[src/rtl/sdc_byte_feeder_pkg.sv]
// Shared definitions for the SD-card byte feeder: FSM state encoding and sector defaults.
package sdc_byte_feeder_pkg;

    typedef enum logic [1:0] {
        StIdle,
        StStream,
        StDrain,
        StPad
    } feeder_state_e;

    localparam int unsigned SDC_FIFO_DEPTH   = 16;
    localparam int unsigned SDC_SECTOR_BYTES = 512;
    localparam logic [7:0]  SDC_PAD_BYTE     = 8'h00;

endpackage

[src/rtl/sdc_byte_fifo.sv]
// Synchronous first-word-fall-through byte FIFO with occupancy count.
module sdc_byte_fifo #(
    parameter int unsigned DEPTH = 16
) (
    input  logic                     clk,
    input  logic                     reset,
    input  logic                     push,
    input  logic [7:0]               push_data,
    input  logic                     pop,
    output logic [7:0]               head,
    output logic [$clog2(DEPTH):0]   count
);
    localparam int unsigned AW = $clog2(DEPTH);

    logic [7:0]    mem [DEPTH];
    logic [AW-1:0] wr_ptr;
    logic [AW-1:0] rd_ptr;

    // Caller guarantees push only when not full and pop only when not empty.
    always_ff @(posedge clk) begin
        if (push) begin
            mem[wr_ptr] <= push_data;
        end
    end

    always_ff @(posedge clk) begin
        if (reset) begin
            wr_ptr <= '0;
            rd_ptr <= '0;
            count  <= '0;
        end else begin
            if (push) begin
                wr_ptr <= wr_ptr + 1'b1;
            end
            if (pop) begin
                rd_ptr <= rd_ptr + 1'b1;
            end
            count <= count + (AW + 1)'(push) - (AW + 1)'(pop);
        end
    end

    assign head = mem[rd_ptr];

endmodule

[src/rtl/sdc_byte_feeder.sv]
// Buffers source bytes and feeds the SD writer sector by sector, padding a flushed sector.
module sdc_byte_feeder
    import sdc_byte_feeder_pkg::*;
#(
    parameter int unsigned FIFO_DEPTH   = SDC_FIFO_DEPTH,
    parameter int unsigned SECTOR_BYTES = SDC_SECTOR_BYTES,
    parameter logic [7:0]  PAD_BYTE     = SDC_PAD_BYTE
) (
    input  logic                            clk,
    input  logic                            reset,
    input  logic [7:0]                      in_data,
    input  logic                            in_valid,
    output logic                            in_ready,
    input  logic                            flush,
    output logic [7:0]                      wr_data,
    output logic                            wr_valid,
    input  logic                            wr_ready,
    output logic                            nextAddr,
    output logic                            sector_start,
    output logic                            sector_end,
    output logic [$clog2(SECTOR_BYTES)-1:0] byte_idx,
    output logic [$clog2(FIFO_DEPTH):0]     fifo_count,
    output logic                            busy
);
    localparam int unsigned IW = $clog2(SECTOR_BYTES);
    localparam int unsigned CW = $clog2(FIFO_DEPTH) + 1;

    feeder_state_e state;
    logic [7:0]    head;
    logic          push;
    logic          pop;
    logic [IW-1:0] idx_next;
    logic [CW-1:0] count_next;

    sdc_byte_fifo #(
        .DEPTH(FIFO_DEPTH)
    ) u_fifo (
        .clk       (clk),
        .reset     (reset),
        .push      (push),
        .push_data (in_data),
        .pop       (pop),
        .head      (head),
        .count     (fifo_count)
    );

    always_comb begin
        in_ready     = !reset && (state == StIdle || state == StStream)
                       && (fifo_count < CW'(FIFO_DEPTH));
        wr_valid     = !reset && (state == StPad || fifo_count != '0);
        wr_data      = (state == StPad) ? PAD_BYTE : head;
        nextAddr     = wr_valid && wr_ready;
        sector_start = nextAddr && (byte_idx == '0);
        sector_end   = nextAddr && (byte_idx == IW'(SECTOR_BYTES - 1));
        busy         = !reset && (state != StIdle);
        push         = in_valid && in_ready;
        // Padding bytes are synthesised, so they never drain the FIFO.
        pop          = nextAddr && (state != StPad);
        idx_next     = nextAddr ? byte_idx + 1'b1 : byte_idx;
        count_next   = fifo_count + CW'(push) - CW'(pop);
    end

    always_ff @(posedge clk) begin
        if (reset) begin
            state    <= StIdle;
            byte_idx <= '0;
        end else begin
            byte_idx <= idx_next;
            unique case (state)
                StIdle: begin
                    if (flush && fifo_count != '0) begin
                        state <= StDrain;
                    end else if (nextAddr) begin
                        state <= StStream;
                    end
                end
                StStream: begin
                    // A flush looks at the sector position after this cycle's consume.
                    if (flush) begin
                        state <= (idx_next != '0 || count_next != '0) ? StDrain : StIdle;
                    end else if (sector_end) begin
                        state <= StIdle;
                    end
                end
                StDrain: begin
                    if (fifo_count == '0) begin
                        state <= (byte_idx != '0) ? StPad : StIdle;
                    end
                end
                StPad: begin
                    if (sector_end) begin
                        state <= StIdle;
                    end
                end
                default: state <= StIdle;
            endcase
        end
    end

endmodule

[config.mk]
export PLATFORM = sky130hd
export DESIGN_NAME = sdc_byte_feeder
export DESIGN_NICKNAME = d
export VERILOG_FILES = /design/src/rtl/sdc_byte_feeder_pkg.sv /design/src/rtl/sdc_byte_fifo.sv /design/src/rtl/sdc_byte_feeder.sv
export SDC_FILE = /design/constraint.sdc
export NUM_CORES = 1
export LEC_CHECK = 0
export ABC_AREA = 1
export BUFFER_PORTS_ARGS = -buffer_cell sky130_fd_sc_hd__buf_2
export CAP_MARGIN = 20
export CORE_MARGIN = 2
export CORE_UTILIZATION = 66
export DETAILED_ROUTE_END_ITERATION = 10
export PLACE_DENSITY_LB_ADDON = 0.05
export SYNTH_ARGS = -nofsm -noshare
export SYNTH_HDL_FRONTEND = slang
export SYNTH_HIERARCHICAL = 1
export SYNTH_SLANG_ARGS = --single-unit
export TNS_END_PERCENT = 5
[constraint.sdc]
create_clock -name clk -period 7.7 [get_ports clk]
set_input_delay 0 -clock clk [delete_from_list [all_inputs] [get_ports clk]]
set_output_delay 0 -clock clk [all_outputs]
set_load 0.1 [all_outputs]
==> impl.org, run 1 <==
** Drt
- The count of nets left with antenna violations once routing finished came out at 0.
- Detailed-route wire length :: between 15 and 20 mm
- Wire per inst :: 16.50 um
- Before antenna repair, the detailed router went through 5 iterations.
- Overall via count from detail_route :: approximately 5,600
- Final routed DRC violation total :: 0
- In this run, the number of DRC markers left after iteration 0 of detailed routing was approximately 610.
- Routed vias/inst :: ~5.5

** Floorplan
- Boundary Pins :: 41
- The core region is about 11,000 um^2.
- From left edge to right edge, the die measures ~110 um.
- Initial core utilization :: around two thirds
- Area enclosed by the die boundary :: 12,180 um^2
- Floorplan row count :: 38
- The floorplan step set the die height to ~110 um.

** CTS
- The clock net in this run drives a total of 156 sinks.
- Insertion delay of the later-clocked pin in the worst-skew pair :: 0.41 ns
- Longest Clk Path Bufs :: 2
- In this run, post-CTS repair resized a total of 0 instances.
- After clock tree synthesis, the clock-pin slew on the worst setup and hold paths is roughly 0.060 ns.
- Clock tree from TritonCTS :: built
- CTS Buf Count :: 17
- Hold repair after CTS inserted 3 buffers.
- CTS H-tree lvls :: 4
- In this run the post-CTS setup repair buffer count came out at 0.
- Clock tree synthesis selected as its root buffer the cell sky130_fd_sc_hd__clkbuf_16.

** Synthesis
- Synthesized-area fraction occupied by xor and xnor cells :: 0.7036%
- After synthesis, the mean cell area works out to roughly 9 um^2.
- After Yosys synthesis, and, or, nand and nor cells account for a little under a quarter of the synthesized area.
- Number of nets in the synthesized netlist :: about 850
- Counting every instance in the synthesized netlist gives 817.
- Largest family of logic cells by synthesized area :: simple AND/OR/NAND/NOR gates
- Synthesized-area fraction occupied by ao, oa, aoi and oai cells :: under 10%
- Mux share of post-synthesis cell area :: 0%
- After synthesis the netlist holds a flip-flop and latch count of roughly 160.
- Yosys mapped the design onto 33 distinct sky130hd cell types.
- Post-Synthesis Cell Area :: 7468 um^2
- Sequential fraction of the synthesis area :: between 50% and 60%
- Post-synthesis adder-cell area fraction :: 3.719%
- Yosys warns :: 6

** Placed design
- The count of buffers added on input and output ports is 40.
- Routability-driven placement finished with a final weighted congestion of between 0.9 and 1.
- Detailed placement ended at an HPWL of around 10 mm.
- Post-placement setup slack :: 4.108 ns
- After detailed placement, the design holds a cell count of 971.

** Global route
- The first global-routing pass estimated 25.90 mm of wire.
- Antenna violations before repair :: 0
- For this run the aggregate overflow at the end of global routing stands at 0.
- Via count of the first global-routing pass :: around 5,400
- Entering global routing, the biggest net connects 65 pins.
- GRT Overall Usage :: around 29%

** Final layout
- At the end of the flow, the number of nets in the layout was 889.
- Leaving out fill and tap cells, the most frequent cell in the layout is sky130_fd_sc_hd__nand2_1.
- The filler cells instantiated in the layout total 755.
- The count of cells in the finished layout, fillers not included, comes to around 1,000.
- Leading cell types in the layout, fill and taps excluded :: sky130_fd_sc_hd__nand2_1 (221), sky130_fd_sc_hd__inv_1 (157), sky130_fd_sc_hd__edfxtp_1 (128)
- Cells with a size suffix above 1 make up 10.02% of the layout.
- The area growth from synthesis to layout is 11.79%.
- The number of antenna diodes in the final layout is 0.

** STA
- Crit share post-route :: between 40% and 50%
- Total negative slack for setup checks :: 0 ns
- Setup skew after layout :: approximately 0.0077 ns
- Max Slew Vio Count :: 0
- Final setup slack of the worst path :: 4.109 ns
- Tightest hold margin :: approximately 0.012 ns
- Unrepaired setup endpoints after global routing :: false
- Fmax :: around 280 MHz
- For the pin with the worst max-slew slack, the measured transition is ~0.9 ns.
- Count of final hold-check violations :: 0
- Number of setup violations in the final report :: 0
- Max-Slew Margin vs Limit :: around two fifths
- The smallest clock period supported by the final layout is computed as roughly 3.6 ns.

** Hold path
- Hold-critical path endpoint :: u_fifo/mem[14][1]
- The startpoint identified for the worst hold timing path is in_data[1].
- Counting instances, the worst hold path has a depth of 1.
- The tightest min-delay check is of the in2reg type.

** Pwr
- Across the VDD grid, the largest voltage drop is 0.0003648 V.
- Pwr Density :: ~320 nW/um^2
- Power Total :: between 0.002 and 0.003 W
- Static leakage power :: 3.752 nW

** Worst setup path
- Class of the most critical setup path :: reg2reg
- Endpoint of the lowest-slack register-to-register path :: state[1]
- Crit path capture type :: register
- STA classifies the critical path startpoint as a register.
- Slack of the worst reg-to-reg path :: just over 4 ns
- CP arrival :: 3.88 ns
- Maximum fanout count along the critical path :: 10
- The worst register-to-register path has a depth of 24.
- R2r startpoint :: u_fifo/count[3]
- CP Data Required Time :: between 7 and 8 ns

** Flow run
- The tool flagged a number of max-cap violations equal to 0.

** Status
- The run finished with clean final reports.
Yosys cell counts, drive strengths merged:
master	n	area share, %
a21boi	1	0.10
a21oi	14	0.99
and3	1	0.084
buf	25	2.4
clkbuf	3	0.15
clkinv	1	0.12
dfxtp	28	7.5
edfxtp	128	51
fa	2	0.54
ha	19	3.2
inv	160	8.0
nand2	223	11
nand3	114	8.0
nand4	8	0.67
nor2	68	3.5
nor3	4	0.27
o211ai	1	0.10
o21a	1	0.10
o21ai	8	0.69
o22ai	1	0.084
or2	1	0.084
xnor2	1	0.12
xor2	5	0.59
power by group:
part | leakage [nW] | switching [W] | internal, W
Clock | 0.291 | 0.000317 | 0.000550
Combinational | 2.08 | 0.000642 | 0.000209
Sequential | 1.38 | 0.0000317 | 0.000943
Total | 3.75 | 0.000991 | 0.00170
kinds of logic (layout without fill, tap and decap cells):
logic type | after synthesis | in the layout
and+or+nand+nor | 419 | 419
buffers and inverters | 189 | 240
DFF | 156 | 156
AOI/OAI and AO/OA | 26 | 26
adders and majority gates | 21 | 21
xor gates and xnor gates | 6 | 6
state kept, by name, summed over array words and instances (netlist names), named ones only:
register,count
u_fifo/mem,128
byte_idx,9
u_fifo/count,5
u_fifo/rd_ptr,4
u_fifo/wr_ptr,4
state,2
worst max-delay path, cell delays in order (launching register included):
cell	delay, ns
sky130_fd_sc_hd__dfxtp_1	0.36
sky130_fd_sc_hd__inv_1	0.09
sky130_fd_sc_hd__ha_1	0.14
sky130_fd_sc_hd__inv_1	0.03
sky130_fd_sc_hd__nor2_1	0.20
sky130_fd_sc_hd__nand3_4	0.17
sky130_fd_sc_hd__nand3_4	0.17
sky130_fd_sc_hd__clkinv_4	0.10
sky130_fd_sc_hd__nand2_1	0.07
sky130_fd_sc_hd__inv_1	0.13
sky130_fd_sc_hd__ha_1	0.31
sky130_fd_sc_hd__inv_1	0.04
sky130_fd_sc_hd__ha_1	0.20
sky130_fd_sc_hd__fa_1	0.42
sky130_fd_sc_hd__or2_2	0.30
sky130_fd_sc_hd__nor2_1	0.11
sky130_fd_sc_hd__nand3_1	0.09
sky130_fd_sc_hd__nor2_1	0.09
sky130_fd_sc_hd__nand2_1	0.06
sky130_fd_sc_hd__nor2_1	0.08
sky130_fd_sc_hd__nand3_1	0.08
sky130_fd_sc_hd__nand2_1	0.06
sky130_fd_sc_hd__nand2_1	0.05
sky130_fd_sc_hd__nand2_1	0.07
sky130_fd_sc_hd__a21oi_2	0.05
area by class of cell:
cell class | instances | area, um^2 | area share (%)
clock buffer | 21 | 450.4 | 5.395
clock inverter | 11 | 168.9 | 2.023
inverter | 161 | 609.3 | 7.298
multi-input combinational | 472 | 2265 | 27.12
sequential | 156 | 4405 | 52.76
tap | 140 | 175.2 | 2.098
timing repair buffer | 47 | 275.3 | 3.297
routing by layer:
layer  up-vias  track usage, %  wire, um
met5         -               0         0
met4         0           10.18       361
met3        26           5.585      1261
met2       264           49.69      8198
met1      2624           37.65      6813
li1       2676               -         -
worst max path at each step:
stage,start,endpoint,slack [ns]
2_1_floorplan,u_fifo/count[4],state[1],2.46
6_report,u_fifo/count[3],state[1],4.11
4_1_cts,u_fifo/count[2],state[1],4.10
3_3_place_gp,u_fifo/count[3],state[1],4.26
5_1_grt,u_fifo/count[3],state[1],3.77
3_5_place_dp,u_fifo/count[2],state[1],4.11
through the flow:
| step | util (%) | instance area, um^2 |
|---|---|---|
| final | 76.35 | 8349 |
| after global routing | 76.35 | 8349 |
| after CTS | 76.08 | 8319 |
| after detailed placement | 70.14 | 7670 |
| after global placement | 70.14 | 7670 |
| after floorplan | - | 7468 |
(Power assumes the default switching activity.)
==> inputs of run 2 (changes only) <==
- ABC_AREA: 1 -> 0
- CORE_UTILIZATION: 66 -> 55
- clock period: 7.7 -> 3.06 ns (I/O delays scaled with it)
==> run 2 against run 1 <==
- the run now ends with setup timing left
- register-to-register slack got worse by 4.1 ns
- die area rose by 9.3%
- first-iteration DRC count fell by 43%
- final cell count fell by 33%
- synthesized cell count fell by 47%
- count of clock-buffer cells in the layout fell by 4
- sequential share of layout area rose by 2.8 points
- synthesized area fell by 8.6%
- global-route usage fell by 7.0 points
- total power rose by 140%
- non-clock buffer count rose by 16
- critical path type unchanged
==> impl.org, run 2 <==
** Worst setup path
- The worst path arrival time came to 3.36 ns (-0.52 ns).
- The worst setup path is of the reg2reg kind.
- Setup crit start kind :: register
- The worst setup path is captured at a register.
- The critical path required time came to 3.35 ns (-4.64 ns).
- The highest net fanout along the worst path came to 2 (-8).

** Drt
- Total iterations of the first detailed-routing run :: 4 (-1)
- Number of violations reported at the end of detailed-routing iteration 0 :: 346 (-43%)
- Routed vias/inst :: 5.639 (+1.7%)
- Final routed DRC violation total :: 0 (unchanged)
- Wire per inst :: 20.28 um (+23%)
- The via total after detailed routing came to 3,795 (-32%).
- The sum of routed wire length over all layers is 13.65 mm (-18%).
- The number of antenna-violating nets in the routed design is 0 (unchanged).

** STA
- The final hold slack came to 0.1757 ns (+0.1637 ns).
- Fmax :: 326.3 MHz (+17%)
- Unrepaired setup endpoints after global routing :: true
- Count of final hold-check violations :: 0 (unchanged)
- Crit share post-route :: 100.2% (+54 points)
- The worst-case setup margin in the final layout came to -0.004868 ns (-4.114 ns).
- Transition at the pin with the smallest max-transition slack :: 0.8147 ns (-0.1031 ns)
- Max Slew Vio Count :: 0 (unchanged)
- Total negative slack for setup checks :: -0.004868 ns (-0.004868 ns)
- Min cycle time layout :: 3.065 ns (-0.5260 ns)
- Number of setup violations in the final report :: 1 (+1)
- Setup skew after layout :: 0.007219 ns (-0.0004347 ns)
- Max-Slew Margin vs Limit :: 45.57% (+7.0 points)

** Pwr
- Clock network power share :: 31.3% (-0.9 points)
- The power density normalized to cell area came to 814.4 nW/um^2 (+150%).
- The design internal power came to 0.004222 W (+150%).
- The leakage power came to 2.816 nW (-25%).
- Switching power as a share of total power :: 34.84% (-1.9 points)
- Switch Pwr :: 0.002257 W (+130%)
- The worst-case vdd ir drop came to 0.0005100 V (+40%).
- Sequential Power Share :: 37.8% (+1.6 points)
- Combinational power share :: 31.0% (-0.6 points)

** Final layout
- The library cell used most frequently in the layout, excluding fill and tap cells, is sky130_fd_sc_hd__edfxtp_1.
- The top cell types in the final layout, fill and taps aside, are sky130_fd_sc_hd__edfxtp_1 (128), sky130_fd_sc_hd__buf_2 (40), sky130_fd_sc_hd__nor2_1 (30).
- The number of inserted diodes came to 0 (unchanged).
- Fillers :: 867 (+15%)
- Largest register FFs :: 128 (unchanged)
- Registers with the most flip-flops :: u_fifo/mem: 128 flops, byte_idx: 9 flops, u_fifo/count: 5 flops
- Layout area overhead :: 16.61%
- The register with the most flip-flops in the final layout is u_fifo/mem.
- Share of cells above drive strength 1 :: 25.35% (+15 points)
- Final net count :: 526 (-41%)

** Synthesis
- Count leader, synth :: sky130_fd_sc_hd__edfxtp_1
- Post-Synthesis Cell Area :: 6823 um^2 (-8.6%)
- Post-synth top area cell :: sky130_fd_sc_hd__edfxtp_1
- Asr flop ratio synth :: 0% (unchanged)
- Ranked by instance count, the synthesized netlist is headed by sky130_fd_sc_hd__edfxtp_1 (128), sky130_fd_sc_hd__nor2_1 (31), sky130_fd_sc_hd__dfxtp_1 (28).
- Mean area per synthesized cell :: 15.90 um^2 (+74%)
- Cell count after synthesis :: 429 (-47%)
- Share of the synthesized area in the top cell type :: 56.34% (+4.9 points)
- The number of enable flip-flop cells after synthesis was 128 (unchanged).
- The number of distinct library cells after synthesis was 55 (+67%).
- The synthesized flop and latch total came to 156 (unchanged).
- Flip-flop cell with the highest count after synthesis :: sky130_fd_sc_hd__edfxtp_1
- The synthesized net count is 463 (-46%).
- Yosys warns :: 6 (unchanged)
- The proportion of synthesized chip area in sequential cells is 64.55% (+5.6 points).
- By area the synthesized netlist is led by sky130_fd_sc_hd__edfxtp_1 (56%), sky130_fd_sc_hd__dfxtp_1 (8.2%), sky130_fd_sc_hd__mux4_2 (5.9%), sky130_fd_sc_hd__mux4_1 (5.4%), sky130_fd_sc_hd__ha_1 (3.5%).

** Status
- The checks that failed: setup timing.
- Status :: finished, violations left

** Global route
- GRT busiest layer :: met2
- The overall track demand over capacity in global routing came to 22.20% (-7.0 points).
- Global-route wire length before repair :: 21.15 mm (-18%)
- The maximum number of pins on one net before global-route repair was 33 (-49%).
- Antenna violations before repair :: 0 (unchanged)
- The met2 track demand over resource came to 33.29% (-16 points).
- GR Util met1 :: 32.55% (-5.1 points)
- The met3 usage in global routing is 5.693% (+0.11 points).
- The via count of the first global-routing pass came to 3,863 (-28%).
- GRT Residual Overflow :: 0 (unchanged)

** Floorplan
- The height of the die was 115.4 um (+4.5%).
- The horizontal die dimension is 115.4 um (+4.5%).
- Initial core utilization :: 56.57% (-12 points)
- Floorplan row count :: 40 (+5.3%)
- Boundary Pins :: 41 (unchanged)
- Core area :: 12,060 um^2 (+10%)
- Area enclosed by the die boundary :: 13,310 um^2 (+9.3%)

** Placed design
- Gpl congestion :: 0.8369 (-7.1%)
- The number of buffer cells added on primary ports is 40 (unchanged).
- The placed wire-length estimate was 8.714 mm (-17%).
- The post-placement setup slack is -0.03510 ns (-4.144 ns).

** CTS
- The CTS buffer count is 17 (unchanged).
- The number of levels in the clock H-tree was 4 (unchanged).
- Clock tree from TritonCTS :: built
- The clock latency on the worst-skew pair is 0.42 ns (about the same).
- Num Clock Sinks :: 156 (unchanged)
- The number of buffers on the longest clock path is 2 (unchanged).
- Clock-pin slew reported for the worst setup and hold paths after clock tree synthesis :: 0.06 ns (about the same)
- Clock root cell :: sky130_fd_sc_hd__clkbuf_16

** Flow run
- Max Cap Viol :: 0 (unchanged)

** Hold path
- Path category of the worst min-delay check :: in2reg
[run 2: cell types whose count changed in the layout (fill, tap and decap cells not counted), moves of 7 or more]
cell	before	now
sky130_fd_sc_hd__inv_1	157	17
sky130_fd_sc_hd__mux4_1	0	14
sky130_fd_sc_hd__buf_4	2	11
sky130_fd_sc_hd__nand2_1	221	19
sky130_fd_sc_hd__a22oi_1	0	16
sky130_fd_sc_hd__xnor2_1	1	10
sky130_fd_sc_hd__nor2_1	66	30
sky130_fd_sc_hd__mux4_2	0	18
sky130_fd_sc_hd__and2_1	0	26
sky130_fd_sc_hd__nand3_1	112	5
sky130_fd_sc_hd__dlygate4sd3_1	4	11
[run 2: area by class of cell]
class | count | area (um^2) | share of cell area, %
clock buffer | 17 | 425.4 | 5.347
clock inverter | 15 | 155.1 | 1.950
inverter | 20 | 77.57 | 0.9750
multi-input combinational | 234 | 2256 | 28.35
sequential | 156 | 4419 | 55.54
tap | 168 | 210.2 | 2.642
timing repair buffer | 63 | 412.9 | 5.189
[run 2: critical path, cell delays in order (launching register included)]
cell,delay (ns)
sky130_fd_sc_hd__dfxtp_4,0.34
sky130_fd_sc_hd__inv_2,0.05
sky130_fd_sc_hd__ha_1,0.15
sky130_fd_sc_hd__or4b_4,0.49
sky130_fd_sc_hd__o21ai_4,0.18
sky130_fd_sc_hd__nor2_4,0.04
sky130_fd_sc_hd__ha_1,0.27
sky130_fd_sc_hd__inv_1,0.04
sky130_fd_sc_hd__ha_2,0.18
sky130_fd_sc_hd__fa_2,0.37
sky130_fd_sc_hd__xor2_1,0.15
sky130_fd_sc_hd__or3_4,0.38
sky130_fd_sc_hd__a2111oi_4,0.19
sky130_fd_sc_hd__a31oi_1,0.11
[run 2: final timing paths]
path	startpoint	end	slack, ns	depth (start not counted)
setup / recovery	u_fifo/count[2]	state[1]	-0.005	13
hold / removal	in_valid	u_fifo/wr_ptr[0]	0.18	5
setup reg to reg	u_fifo/count[2]	state[1]	-0.005	13
hold reg to reg	byte_idx[1]	byte_idx[1]	0.54	2
[run 2: cells by family (layout without fill, tap and decap cells)]
kind of cell,count (synthesis),in the layout,synth area share (%)
xor gates and xnor gates,20,20,2.567
adders and majority gates,21,21,4.071
buffers and inverters,39,115,2.897
DFF,156,156,64.55
AOI/OAI and AO/OA,44,44,4.915
muxes,38,38,12.23
and+or+nand+nor,111,111,8.766
[run 2: power groups by stage]
stage | combinational [W] | clock (W) | sequential (W)
global route | 0.00215 | 0.00216 | 0.00246
detailed placement | 0.00199 | 0 | 0.00249
floorplan | 0.00136 | 0 | 0.00273
global placement | 0.00195 | 0 | 0.00249
CTS | 0.00201 | 0.00207 | 0.00245
finish | 0.00201 | 0.00203 | 0.00245
[run 2: repair_timing]
item,CTS,global route
pin swaps,3,1
endpoints found under the hold margin,131,0
setup buffers,1,0
setup endpoints to repair,1,2
gates resized for setup,0,2
hold buffers,11,0
[run 2: stage by stage]
| step | util [%] | instance area [um^2] | cells | total power [W] |
|---|---|---|---|---|
| final | 65.96 | 7956 | 673 | 0.006479 |
| after global routing | 65.96 | 7956 | 673 | 0.006771 |
| after CTS | 65.91 | 7950 | 673 | 0.006533 |
| after detailed placement | 60.12 | 7252 | 629 | 0.004479 |
| after global placement | 60.12 | 7252 | 629 | 0.004440 |
| after floorplan | - | 6865 | 429 | 0.004096 |
[run 2: per-layer routing]
metal	wire length (um)	part of all wire (%)	vias to the layer above
met5	0	0	-
met4	96	0.70	0
met3	927	6.8	7
met2	6444	47	118
met1	6179	45	1900
li1	-	-	1770
